===== src/rtl/cache_pkg.sv =====
// Shared definitions for the victim buffer and its eviction/writeback engine.
// Entry layout is {valid, dirty, addr, data} with the valid bit at the MSB.
package cache_pkg;

    localparam int ENTRY_W      = 80;
    localparam int VB_VALID_BIT = 79;
    localparam int VB_DIRTY_BIT = 78;
    localparam int VB_ADDR_HI   = 77;
    localparam int VB_ADDR_LO   = 64;
    localparam int VB_DATA_HI   = 63;
    localparam int VB_DATA_LO   = 0;

    typedef enum logic [2:0] {
        ST_IDLE,
        ST_EVAL,
        ST_WRITE,
        ST_CLEAR,
        ST_DONE
    } evict_state_e;

endpackage


===== src/rtl/victim_writeback.sv =====
// Frees the victim slot at the eviction pointer: writes back dirty lines, invalidates, then rolls the pointer.
// Latency: 2 cycles (invalid), 3 (clean), ack+2 (dirty); stalls indefinitely in WRITE until mem_ack; evict_req ignored while busy.
module victim_writeback #(
    parameter int ADDR_W  = 14,
    parameter int DATA_W  = 64,
    parameter int ENTRY_W = ADDR_W + DATA_W + 2
) (
    input  logic               clk,
    input  logic               rst,
    input  logic               evict_req,
    input  logic [ENTRY_W-1:0] ev_data,
    input  logic [1:0]         ev_index,
    output logic               mem_wr_req,
    output logic [ADDR_W-1:0]  mem_addr,
    output logic [DATA_W-1:0]  mem_wdata,
    input  logic               mem_ack,
    output logic               vb_we,
    output logic [1:0]         vb_wline,
    output logic [ENTRY_W-1:0] vb_wdata,
    output logic               roll,
    output logic               evict_done,
    output logic               busy,
    output logic [15:0]        wb_count
);
    import cache_pkg::*;

    localparam int VALID_BIT = ENTRY_W - 1;
    localparam int DIRTY_BIT = ENTRY_W - 2;

    evict_state_e      state_q, state_d;
    logic              valid_q, valid_d;
    logic              dirty_q, dirty_d;
    logic [ADDR_W-1:0] addr_q,  addr_d;
    logic [DATA_W-1:0] data_q,  data_d;
    logic [1:0]        idx_q,   idx_d;
    logic [15:0]       wb_count_q, wb_count_d;

    always_comb begin
        state_d    = state_q;
        valid_d    = valid_q;
        dirty_d    = dirty_q;
        addr_d     = addr_q;
        data_d     = data_q;
        idx_d      = idx_q;
        wb_count_d = wb_count_q;
        case (state_q)
            ST_IDLE: begin
                if (evict_req) begin
                    valid_d = ev_data[VALID_BIT];
                    dirty_d = ev_data[DIRTY_BIT];
                    addr_d  = ev_data[DATA_W +: ADDR_W];
                    data_d  = ev_data[DATA_W-1:0];
                    idx_d   = ev_index;
                    state_d = ST_EVAL;
                end
            end
            ST_EVAL: begin
                if (!valid_q)     state_d = ST_DONE;
                else if (dirty_q) state_d = ST_WRITE;
                else              state_d = ST_CLEAR;
            end
            ST_WRITE: begin
                if (mem_ack) begin
                    state_d = ST_CLEAR;
                    if (wb_count_q != 16'hFFFF) wb_count_d = wb_count_q + 16'd1;
                end
            end
            ST_CLEAR: state_d = ST_DONE;
            ST_DONE:  state_d = ST_IDLE;
            default:  state_d = ST_IDLE;
        endcase
    end

    always_ff @(posedge clk) begin
        if (rst) begin
            state_q    <= ST_IDLE;
            valid_q    <= 1'b0;
            dirty_q    <= 1'b0;
            addr_q     <= '0;
            data_q     <= '0;
            idx_q      <= '0;
            wb_count_q <= '0;
        end else begin
            state_q    <= state_d;
            valid_q    <= valid_d;
            dirty_q    <= dirty_d;
            addr_q     <= addr_d;
            data_q     <= data_d;
            idx_q      <= idx_d;
            wb_count_q <= wb_count_d;
        end
    end

    // Control outputs are pure state decodes so nothing combinational leaks from inputs.
    assign mem_wr_req = (state_q == ST_WRITE);
    assign vb_we      = (state_q == ST_CLEAR);
    assign roll       = (state_q == ST_DONE);
    assign evict_done = (state_q == ST_DONE);
    assign busy       = (state_q != ST_IDLE);
    assign mem_addr   = addr_q;
    assign mem_wdata  = data_q;
    assign vb_wline   = idx_q;
    assign vb_wdata   = '0;
    assign wb_count   = wb_count_q;

endmodule


===== config.mk =====
export PLATFORM = sky130hd
export DESIGN_NAME = victim_writeback
export DESIGN_NICKNAME = d
export VERILOG_FILES = /design/src/rtl/cache_pkg.sv /design/src/rtl/victim_writeback.sv
export SDC_FILE = /design/constraint.sdc
export NUM_CORES = 1
export LEC_CHECK = 0
export ABC_AREA = 1
export CAP_MARGIN = 25
export CORE_MARGIN = 8
export CORE_UTILIZATION = 39
export DETAILED_ROUTE_END_ITERATION = 10
export GPL_ROUTABILITY_DRIVEN = 0
export GPL_TIMING_DRIVEN = 1
export PLACE_DENSITY = 0.82
export RECOVER_POWER = 50
export SYNTH_ARGS = -nofsm -noshare
export SYNTH_HDL_FRONTEND = slang
export SYNTH_SLANG_ARGS = --single-unit

===== constraint.sdc =====
create_clock -name clk -period 1.96 [get_ports clk]
set_input_delay 0.392 -clock clk [delete_from_list [all_inputs] [get_ports clk]]
set_output_delay 0.392 -clock clk [all_outputs]
set_load 0.02 [all_outputs]

==> results by group <==
Status
  – Status: finished, final reports clean

Drt
  – Via Count: 4139
  – DRT iter0 DRCs: 258
  – Final antenna-violating net count: 0
  – Vias per cell: 4.36
  – Total routed wirelength: 12.7 mm
  – DRC viols: 0
  – DR pass1 iterations: 4
  – Drt wl/cell: 13.3 um

Worst setup path
  – Crit. End Element: output port
  – CP delay by family, top: buffers and inverters
  – CP Max Fanout: 5
  – Slowest CP cell: clkdlybuf4s50_1
  – Data required, critical path: 1570 ps
  – Crit start category: flip-flop
  – CP Cell Sequence: clkdlybuf4s50_1
  – Worst path max stage delay: 660 ps
  – CP Data Arrival Time: 1430 ps
  – Buf/Inv on CP: 1
  – Crit Path Class: reg -> out

Floorplanning
  – Full die area: 15800 sq um
  – Placement Rows: 40
  – # IOs: 267
  – Starting Density: 39.6%
  – Core area: 11900 sq um
  – Die X-Extent: 126 um
  – Overall die height: 126 um

Power and ir drop
  – Sw frac: 29.6%
  – NetSw: 1720 uW
  – Power Density: 875 nW/um^2
  – Flop pwr share: 41.3%
  – Overall Power: 5800 uW
  – Cell internal pwr: 4080 uW
  – Peak supply drop: 0.524 mV
  – Comb pwr share: 26.4%
  – Leak: 0.00272 uW
  – Clock power share: 32.3%

Yosys
  – Mean Syn Cell Area: 7.55 sq um
  – Seq cells post-synth: 101
  – Ys Warns: 0
  – Ys async rst share: 0%
  – Number of synthesized flops with an enable pin: 0
  – Mapped Cells: 622
  – Seq/Total Area, Yosys: 43.0%
  – Mapped Area: 4700 sq um
  – Synth Flop Type: dfxtp_1
  – Cell variety after synth: 26

Clocking
  – Clock tree buffer depth: 2
  – CTS root buf: clkbuf_16
  – CTS clock-pin slew for the worst setup and hold paths: 60 ps
  – H-tree depth: 3
  – Sink Count: 101
  – CTS hold repair buffers: 0
  – CTS tree: built
  – Post-cts repair resize count: 6
  – CTS buffer count: 9
  – Worst skew pair latency: 340 ps
  – Setup repair bufs after CTS: 0

Final layout
  – Synthesis-to-finish area growth: 41.2%
  – Most common cell after layout, fill and taps aside: clkdlybuf4s50_1
  – Most frequent cells in the layout: 176 x clkdlybuf4s50_1, 101 x inv_1, 101 x dfxtp_1, 94 x a21oi_1, 83 x o21ai_0
  – Post-layout util: 55.9%
  – Diodes inserted: 0
  – Share of layout cells above drive strength 1: 4.11%
  – NumNets Final: 886

STA
  – Slew Limit Fails: 0
  – Setup-failing EPs final: 0
  – Fin crit period: 1820 ps
  – Clk_skew: 5.02 ps
  – Final TNS setup: 0 ps
  – Max Freq: 0.549 GHz
  – Hold Violations, Final: 0
  – RSZ-0062 raised after global routing: no
  – Part of the cycle the worst path needs: 93.0%

Placement
  – # port buffers: 186
  – Detailed Place HPWL: 9.90 mm

Global routing
  – Initial antenna violation count: 1
  – First-pass GRT wire length: 20.6 mm
  – Global route total overflow: 0
  – Total GRT Usage: 16.0%
  – Vias in the first global route: 4075
  – Largest net degree at the start of global routing: 80

Flow run
  – Max_cap viols: 0

Hold path
  – Min-Delay Path Class: reg -> reg
-- worst min-delay path, delay by kind of cell (launching register included) --
kind,cells,cell delay (ps)
AO/OA/AOI/OAI,1,50
flip-flops,1,300
buffers and inverters,1,40
-- worst paths after layout --
| path | from | to | slack [ps] | depth (start not counted) |
|---|---|---|---|---|
| setup / recovery | wb_count[4]$_SDFFE_PP0P_ | wb_count[4] | 140 | 1 |
| setup reg to reg | wb_count[1]$_SDFFE_PP0P_ | wb_count[2]$_SDFFE_PP0P_ | 270 | 8 |
| hold / removal | mem_wdata[55]$_SDFFE_PP0P_ | mem_wdata[55]$_SDFFE_PP0P_ | 440 | 2 |
| hold reg to reg | mem_wdata[55]$_SDFFE_PP0P_ | mem_wdata[55]$_SDFFE_PP0P_ | 440 | 2 |
-- synthesized netlist by cell type, types with 2 or more instances --
cell type,count,share of area (%)
o21ai_0,82,8.7
nand3_1,13,1.4
buf_2,3,0.32
nand2_1,50,4.0
inv_1,101,8.1
buf_6,8,1.9
o21ai_1,4,0.43
inv_2,2,0.16
nand3_2,4,0.85
clkbuf_1,10,0.80
nor3_1,3,0.32
buf_4,84,13
nor2_2,5,0.67
dfxtp_1,101,43
a21oi_1,94,10
nor2_1,42,3.4
nand4_1,3,0.40
clkbuf_2,5,0.53
-- cell type report --
class                   count  area (sq um)
clock buffers              11           243
clock inverters             4          72.6
fillers                  1089          5230
inverters                 103           387
multi-input cells         387          1780
flip-flops and latches    101          2020
well taps                 147           184
repair buffers            197          1950
-- routing by layer --
metal  GRT usage [%]  share of wire (%)
met3            9.24                 13
met4            6.44                1.8
met2            26.0                 47
met1            16.8                 39
met5               0               0.13
-- through the flow --
stage | std cells | cell area (sq um) | hold slack (ps) | setup WS (ps)
floorplan | 701 | 4990 | 430 | 389
global placement | 935 | 6370 | 429 | 209
detailed placement | 935 | 6370 | 433 | 220
CTS | 950 | 6680 | 443 | 125
global route | 950 | 6630 | 453 | 63.1
finish | 950 | 6630 | 436 | 138
-- power groups by stage --
stage / registers [uW] / logic (uW) / clock network, uW
2_1_floorplan: 2710 / 720 / 0
3_3_place_gp: 2430 / 1570 / 0
3_5_place_dp: 2450 / 1580 / 0
4_1_cts: 2400 / 1580 / 1940
5_1_grt: 2430 / 1670 / 2030
6_report: 2400 / 1530 / 1870
-- state kept, by name, indices dropped and copies added, names as in the netlist --
register and flops:
state_q 3, valid_q 1, wb_count 16, dirty_q 1, mem_wdata 64, vb_wline 2
mem_addr 14
-- logic make-up (layout without fill, tap and decap cells) --
logic type | Yosys count | in the layout | synth area share (%)
other | 1 | 80 | 0.0798
DFF | 101 | 101 | 43.0
adders and majority gates | 1 | 1 | 0.266
and+or+nand+nor | 124 | 124 | 11.9
AOI/OAI and AO/OA | 182 | 182 | 19.4
buffers and inverters | 213 | 315 | 25.2
No activity file was read; power rests on OpenSTA's default activity.
